<file path="src/rtl/program_loader_pkg.sv">
// Shared definitions for the program loader.
//   state_t       : loader FSM states (S_CHECK only reachable with LOADER_CHECKSUM_EN)
//   SYNC_BYTE_DEF : default frame start marker
//   RECORD_BYTES  : stream bytes per record (INSTR, A_HI, A_LO, B_HI, B_LO)
//   CNT_W         : width of the record-count byte
package program_loader_pkg;

  localparam int         RECORD_BYTES  = 5;
  localparam int         CNT_W         = 8;
  localparam logic [7:0] SYNC_BYTE_DEF = 8'hA5;

  typedef enum logic [3:0] {
    S_IDLE,
    S_COUNT,
    S_INSTR,
    S_A_HI,
    S_A_LO,
    S_B_HI,
    S_B_LO,
    S_WRITE,
    S_CHECK,
    S_DONE,
    S_ERROR
  } state_t;

endpackage

</file>
<file path="src/rtl/program_loader_checksum.sv">
// loader_checksum: 8-bit running XOR over accepted frame bytes.
// Only built when LOADER_CHECKSUM_EN is defined.
//   clk, reset : clock, async active-low reset
//   clear      : zero the running sum (frame start)
//   accum      : fold data into the sum this cycle
//   data       : byte to fold / byte being tested against the sum
//   sum        : current running XOR
//   zero       : 1 when sum ^ data == 0 (data is a matching checksum byte)
`ifdef LOADER_CHECKSUM_EN
module loader_checksum (
  input  logic       clk,
  input  logic       reset,
  input  logic       clear,
  input  logic       accum,
  input  logic [7:0] data,
  output logic [7:0] sum,
  output logic       zero
);

  always_ff @(posedge clk or negedge reset) begin
    if (!reset) begin
      sum <= 8'h00;
    end else if (clear) begin
      sum <= 8'h00;
    end else if (accum) begin
      sum <= sum ^ data;
    end
  end

  assign zero = ((sum ^ data) == 8'h00);

endmodule
`endif

</file>
<file path="src/rtl/program_loader.sv">
// program_loader: parses a framed byte stream (SYNC, CNT, CNT+1 x 5-byte
// records) and writes each record {instr, a, b} at an incrementing PC address.
// The CPU is held until a complete, valid frame has been stored.
// Optional: LOADER_CHECKSUM_EN adds a trailing XOR checksum byte (CHECK state).
//   clk, reset      : clock, async active-low reset
//   in_data/valid   : stream byte in; in_ready is the loader's accept
//   mem_we          : one-cycle store write strobe with mem_addr/instr/a/b
//   cpu_hold        : keeps the CPU PC in reset until DONE
//   load_done       : level, frame loaded
//   load_error      : sticky until the next SYNC byte
//   records_loaded  : records written in the current frame
module program_loader
  import program_loader_pkg::*;
#(
  parameter int         ADDR_W    = 4,
  parameter int         INSTR_W   = 8,
  parameter int         DATA_W    = 16,
  parameter logic [7:0] SYNC_BYTE = SYNC_BYTE_DEF
) (
  input  logic               clk,
  input  logic               reset,
  input  logic [7:0]         in_data,
  input  logic               in_valid,
  output logic               in_ready,
  output logic               mem_we,
  output logic [ADDR_W-1:0]  mem_addr,
  output logic [INSTR_W-1:0] mem_instr,
  output logic [DATA_W-1:0]  mem_a,
  output logic [DATA_W-1:0]  mem_b,
  output logic               cpu_hold,
  output logic               load_done,
  output logic               load_error,
  output logic [ADDR_W:0]    records_loaded
);

  state_t               state, state_nx;
  logic                 armed;
  logic [ADDR_W-1:0]    addr, last;
  logic [INSTR_W-1:0]   instr_q;
  logic [DATA_W-1:0]    a_q, b_q;
  logic [ADDR_W:0]      rec_q;
  logic                 xfer, start, resync_ok, cnt_bad;

  assign xfer      = in_valid & in_ready;
  assign resync_ok = (state == S_IDLE) || (state == S_DONE) || (state == S_ERROR);
  assign start     = xfer & resync_ok & (in_data == SYNC_BYTE);
  // Any set bit above the address field means more records than the store holds.
  assign cnt_bad   = ((in_data >> ADDR_W) != 8'h00);

`ifdef LOADER_CHECKSUM_EN
  logic       ck_accum, ck_zero;
  logic [7:0] ck_sum;

  assign ck_accum = xfer && (state inside {S_COUNT, S_INSTR, S_A_HI, S_A_LO, S_B_HI, S_B_LO});

  loader_checksum u_checksum (
    .clk   (clk),
    .reset (reset),
    .clear (start),
    .accum (ck_accum),
    .data  (in_data),
    .sum   (ck_sum),
    .zero  (ck_zero)
  );
`endif

  always_comb begin
    state_nx = state;
    case (state)
      S_IDLE, S_DONE, S_ERROR: if (start) state_nx = S_COUNT;
      S_COUNT: if (xfer) state_nx = cnt_bad ? S_ERROR : S_INSTR;
      S_INSTR: if (xfer) state_nx = S_A_HI;
      S_A_HI:  if (xfer) state_nx = S_A_LO;
      S_A_LO:  if (xfer) state_nx = S_B_HI;
      S_B_HI:  if (xfer) state_nx = S_B_LO;
      S_B_LO:  if (xfer) state_nx = S_WRITE;
      S_WRITE: begin
        if (addr == last) begin
`ifdef LOADER_CHECKSUM_EN
          state_nx = S_CHECK;
`else
          state_nx = S_DONE;
`endif
        end else begin
          state_nx = S_INSTR;
        end
      end
`ifdef LOADER_CHECKSUM_EN
      S_CHECK: if (xfer) state_nx = ck_zero ? S_DONE : S_ERROR;
`endif
      default: state_nx = S_IDLE;
    endcase
  end

  always_ff @(posedge clk or negedge reset) begin
    if (!reset) begin
      state   <= S_IDLE;
      armed   <= 1'b0;
      addr    <= '0;
      last    <= '0;
      instr_q <= '0;
      a_q     <= '0;
      b_q     <= '0;
      rec_q   <= '0;
    end else begin
      state <= state_nx;
      armed <= 1'b1;
      if (start) rec_q <= '0;
      if (xfer) begin
        case (state)
          S_COUNT: begin
            last <= in_data[ADDR_W-1:0];
            addr <= '0;
          end
          S_INSTR: instr_q          <= in_data[INSTR_W-1:0];
          S_A_HI:  a_q[DATA_W-1:8]  <= in_data;
          S_A_LO:  a_q[7:0]         <= in_data;
          S_B_HI:  b_q[DATA_W-1:8]  <= in_data;
          S_B_LO:  b_q[7:0]         <= in_data;
          default: ;
        endcase
      end
      if (state == S_WRITE) begin
        rec_q <= rec_q + {{ADDR_W{1'b0}}, 1'b1};
        if (addr != last) addr <= addr + {{(ADDR_W-1){1'b0}}, 1'b1};
      end
    end
  end

  // armed keeps in_ready low while reset is asserted and until the first clock after release.
  assign in_ready       = armed && (state != S_WRITE);
  assign mem_we         = (state == S_WRITE);
  assign mem_addr       = addr;
  assign mem_instr      = instr_q;
  assign mem_a          = a_q;
  assign mem_b          = b_q;
  assign cpu_hold       = (state != S_DONE);
  assign load_done      = (state == S_DONE);
  assign load_error     = (state == S_ERROR);
  assign records_loaded = rec_q;

endmodule

</file>
<file path="config.mk">
export PLATFORM = sky130hd
export DESIGN_NAME = program_loader
export DESIGN_NICKNAME = d
export VERILOG_FILES = /design/src/rtl/program_loader_pkg.sv /design/src/rtl/program_loader_checksum.sv /design/src/rtl/program_loader.sv
export SDC_FILE = /design/constraint.sdc
export NUM_CORES = 1
export LEC_CHECK = 0
export CORE_ASPECT_RATIO = 1.5
export CORE_MARGIN = 1.5
export CORE_UTILIZATION = 44
export CTS_CLUSTER_SIZE = 8
export DETAILED_ROUTE_END_ITERATION = 16
export PLACE_DENSITY = 0.76
export SKIP_CTS_REPAIR_TIMING = 1
export SLEW_MARGIN = 20
export SYNTH_ARGS = -nofsm -noshare
export SYNTH_HDL_FRONTEND = slang
export SYNTH_SLANG_ARGS = --single-unit
</file>
<file path="constraint.sdc">
create_clock -name clk -period 1.8 [get_ports clk]
set_input_delay 0.36 -clock clk [delete_from_list [all_inputs] [get_ports clk]]
set_output_delay 0.36 -clock clk [all_outputs]
set_load 0.02 [all_outputs]
</file>
==> results.sh, run 1 <==
export IMPL_status="finished clean"
export IMPL_netlist_area_mm2=0.00261
export IMPL_power_clock_fraction=0.171
export IMPL_clock_sinks=58
export IMPL_ys_warn_count=0
export IMPL_firstDrtPassIters=4
export IMPL_synth_main_ff_cell="dfrtp_1"
export IMPL_p_int_mw=4.33
export IMPL_htree_levels=3
export IMPL_peakVddDrop_mv=1.21
export IMPL_num_io_pins=65
export IMPL_hpwl_um=4280
export IMPL_end_kind="output pin"
export IMPL_rows=34
export IMPL_p_sw_mw=2.46
export IMPL_nets=330
export IMPL_synth_edf_count=0
export IMPL_clk_path_buf_depth=2
export IMPL_hp_class="in -> async"
export IMPL_post_place_ws_ns=-0.345
export IMPL_clk_latency_ns=0.34
export IMPL_drtAntennaViolNets=0
export IMPL_wl_per_cell_um=15.7
export IMPL_antenna_cells=0
export IMPL_worst_ep_required_time_ns=1.44
export IMPL_cp_arrival_ns=1.44
export IMPL_fmax_mhz=557
export IMPL_dpl_cell_area_mm2=0.00357
export IMPL_seq_area_frac_synth=0.556
export IMPL_antenna_found_initial=0
export IMPL_met1_length_um=2490
export IMPL_syn_instance_count=205
export IMPL_grt_max_degree=59
export IMPL_pwr_density_cell_mw_per_mm2=1760
export IMPL_drcViolationCount=0
export IMPL_final_setup_viol_count=0
export IMPL_worstSetupStartpointType="flip-flop"
export IMPL_finalCritPeriodShare=0.997
export IMPL_cts_buffers=9
export IMPL_grt_setup_unrepaired="yes"
export IMPL_wl_met2_um=3270
export IMPL_synthArstFlopShare=1.00
export IMPL_ys_ff_latch=58
export IMPL_stdcell_area_mm2=0.00387
export IMPL_core_area_mm2=0.00579
export IMPL_fin_skew_ns=0.00991
export IMPL_drt_wl_total_um=6170
export IMPL_yosysTopAreaCell="dfrtp_1"
export IMPL_combPwrFrac=0.500
export IMPL_synth_nets=218
export IMPL_dieHeight_um=97.4
export IMPL_leakage_nw=1.83
export IMPL_p_seq_frac=0.329
export IMPL_die_w_um=65.9
export IMPL_p_sw_frac=0.363
export IMPL_period_minus_slack_ns=1.80
export IMPL_path_class="reg -> out"
export IMPL_syn_to_final_growth_pct=48.1
export IMPL_cts_root_buf="clkbuf_8"
export IMPL_wl_met3_um=290
export IMPL_grt_ovfl_total=0
export IMPL_synthTopCellsByArea="dfrtp_1 56%, mux2_2 19%, o21ai_0 2.5%, nand2_1 1.7%, nor2_1 1.7%"
export IMPL_drtIter0Drc=57
export IMPL_grt_pass1_wl_um=9870
export IMPL_crit_path_max_fanout=4
export IMPL_die_area_mm2=0.00642
export IMPL_portBuffers=64
export IMPL_final_layout_size_suffix_gt1_frac=0.396
export IMPL_cts_reportedPaths_clkPinSlew_ns=0.07
export IMPL_vias_per_cell=5.14
export IMPL_final_hold_viol_count=0
export IMPL_top_layer_used="met4"
export IMPL_gp_congestion=0.876
export IMPL_grtUsageTotal=0.206
export IMPL_num_vias=2021
export IMPL_setup_ws_ns=0.00478
export IMPL_cap_viol_max_count=0
export IMPL_yosysUniqueCellTypes=43
export IMPL_cts_tree="built"
export IMPL_avgSynthCellArea_um2=12.7
export IMPL_synth_top_area_frac=0.556
export IMPL_slew_violations=0
export IMPL_start_util=0.451
export IMPL_grt_pass1_vias=1984
power groups by stage:
stage | registers [mW] | clock network, mW | logic, mW
4_1_cts | 2.23 | 1.19 | 3.21
6_report | 2.23 | 1.16 | 3.39
2_1_floorplan | 2.72 | 0 | 1.21
3_5_place_dp | 2.24 | 0 | 3.19
3_3_place_gp | 2.22 | 0 | 3.14
5_1_grt | 2.30 | 1.24 | 3.62
layout by cell type (no fill, tap or decap), drive strengths merged, types with 2 or more instances in the layout:
master / instances
ha: 2
nand2b: 3
nand2: 12
xor2: 4
and2: 2
dlymetal6s2s: 5
or2b: 2
nand3b: 2
xnor2: 4
clkbuf: 14
nor2: 14
mux2: 46
dfrtp: 58
clkinv: 2
or2: 2
o21ai: 13
or3: 2
nand4: 2
a21oi: 3
clkdlybuf4s50: 54
inv: 3
buf: 48
nand3: 6
layer usage:
metal / track usage / up-vias
met5: 0 / -
met4: 0.0929 / 0
met3: 0.0556 / 11
met2: 0.335 / 55
met1: 0.251 / 996
li1: - / 959
cell families after synthesis:
group,synth area share
flops,0.556
simple gates,0.119
mux,0.198
compound gates,0.0613
buf+inv,0.0278
xor+xnor,0.0268
fa+ha+maj,0.00958
other cells,0.00144
flip-flops by register name, summed over array words and instances, names as in the netlist:
| register | flops |
|---|---|
| records_loaded | 5 |
| mem_b | 16 |
| mem_instr | 8 |
| last | 4 |
| armed | 1 |
| mem_addr | 4 |
| state | 4 |
| mem_a | 16 |
cell type report:
cell class                      count  area, um^2
Clock buffer                       12         145
Fill cell                         466        1920
Clock inverter                      3        40.0
Tap cell                           72        90.1
Timing Repair Buffer              109         996
Inverter                            3        11.3
Sequential cell                    58        1450
Multi-Input combinational cell    136        1130
per-stage QoR:
step                std cells   util  TNS (ns)  power, mW  hold WS [ns]
floorplan                 205      -         0       3.94        0.0644
global placement          371  0.618     -5.00       5.36         0.386
detailed placement        371  0.618     -6.20       5.43         0.391
CTS                       386  0.650     -1.91       6.63        0.0221
global route              393  0.668    -0.254       7.16        0.0338
finish                    393  0.668         0       6.79        0.0160
path summary, 6_finish.rpt:
check | startpoint | end | slack (ns) | cells after the start
min in group clk | mem_a[9] | mem_a[9] | 0.50 | 1
max in group asynchronous | reset | state[0] | 1.53 | 2
hold / removal | reset | mem_a[7] | 0.02 | 2
setup reg to reg | state[0] | state[3] | 0.02 | 6
hold reg to reg | mem_a[9] | mem_a[9] | 0.50 | 1
setup / recovery | state[0] | load_done | 0.005 | 5
critical path, cell delays in order (launching register included):
cell and delay, ns:
dfrtp_2 0.43, buf_4 0.14, nand2b_4 0.05, or2_2 0.30
inv_1 0.06, buf_4 0.13
cell usage after synthesis, types with 2 or more instances:
library cell,instances
a21oi_1,3
and2_1,2
buf_2,4
buf_6,3
dfrtp_1,58
ha_1,2
inv_1,3
mux2_2,45
nand2_1,12
nand2b_1,2
nand3_1,6
nand3b_1,2
nand4_1,2
nor2_1,12
nor2_2,2
o21ai_0,13
or2b_1,2
xnor2_1,4
xor2_1,4
Power figures use the tool's default switching activity.
==> run 2, diff against run 1 <==
--- a/config.mk
+++ b/config.mk
@@ -8,6 +8,7 @@
 export CORE_ASPECT_RATIO = 1.5
 export CORE_MARGIN = 1.5
 export CORE_UTILIZATION = 44
+export CTS_CLUSTER_DIAMETER = 120
 export CTS_CLUSTER_SIZE = 8
 export DETAILED_ROUTE_END_ITERATION = 16
 export PLACE_DENSITY = 0.76
==> results of run 2 <==
The final DEF is identical to that of run 1; final timing and power are the same.
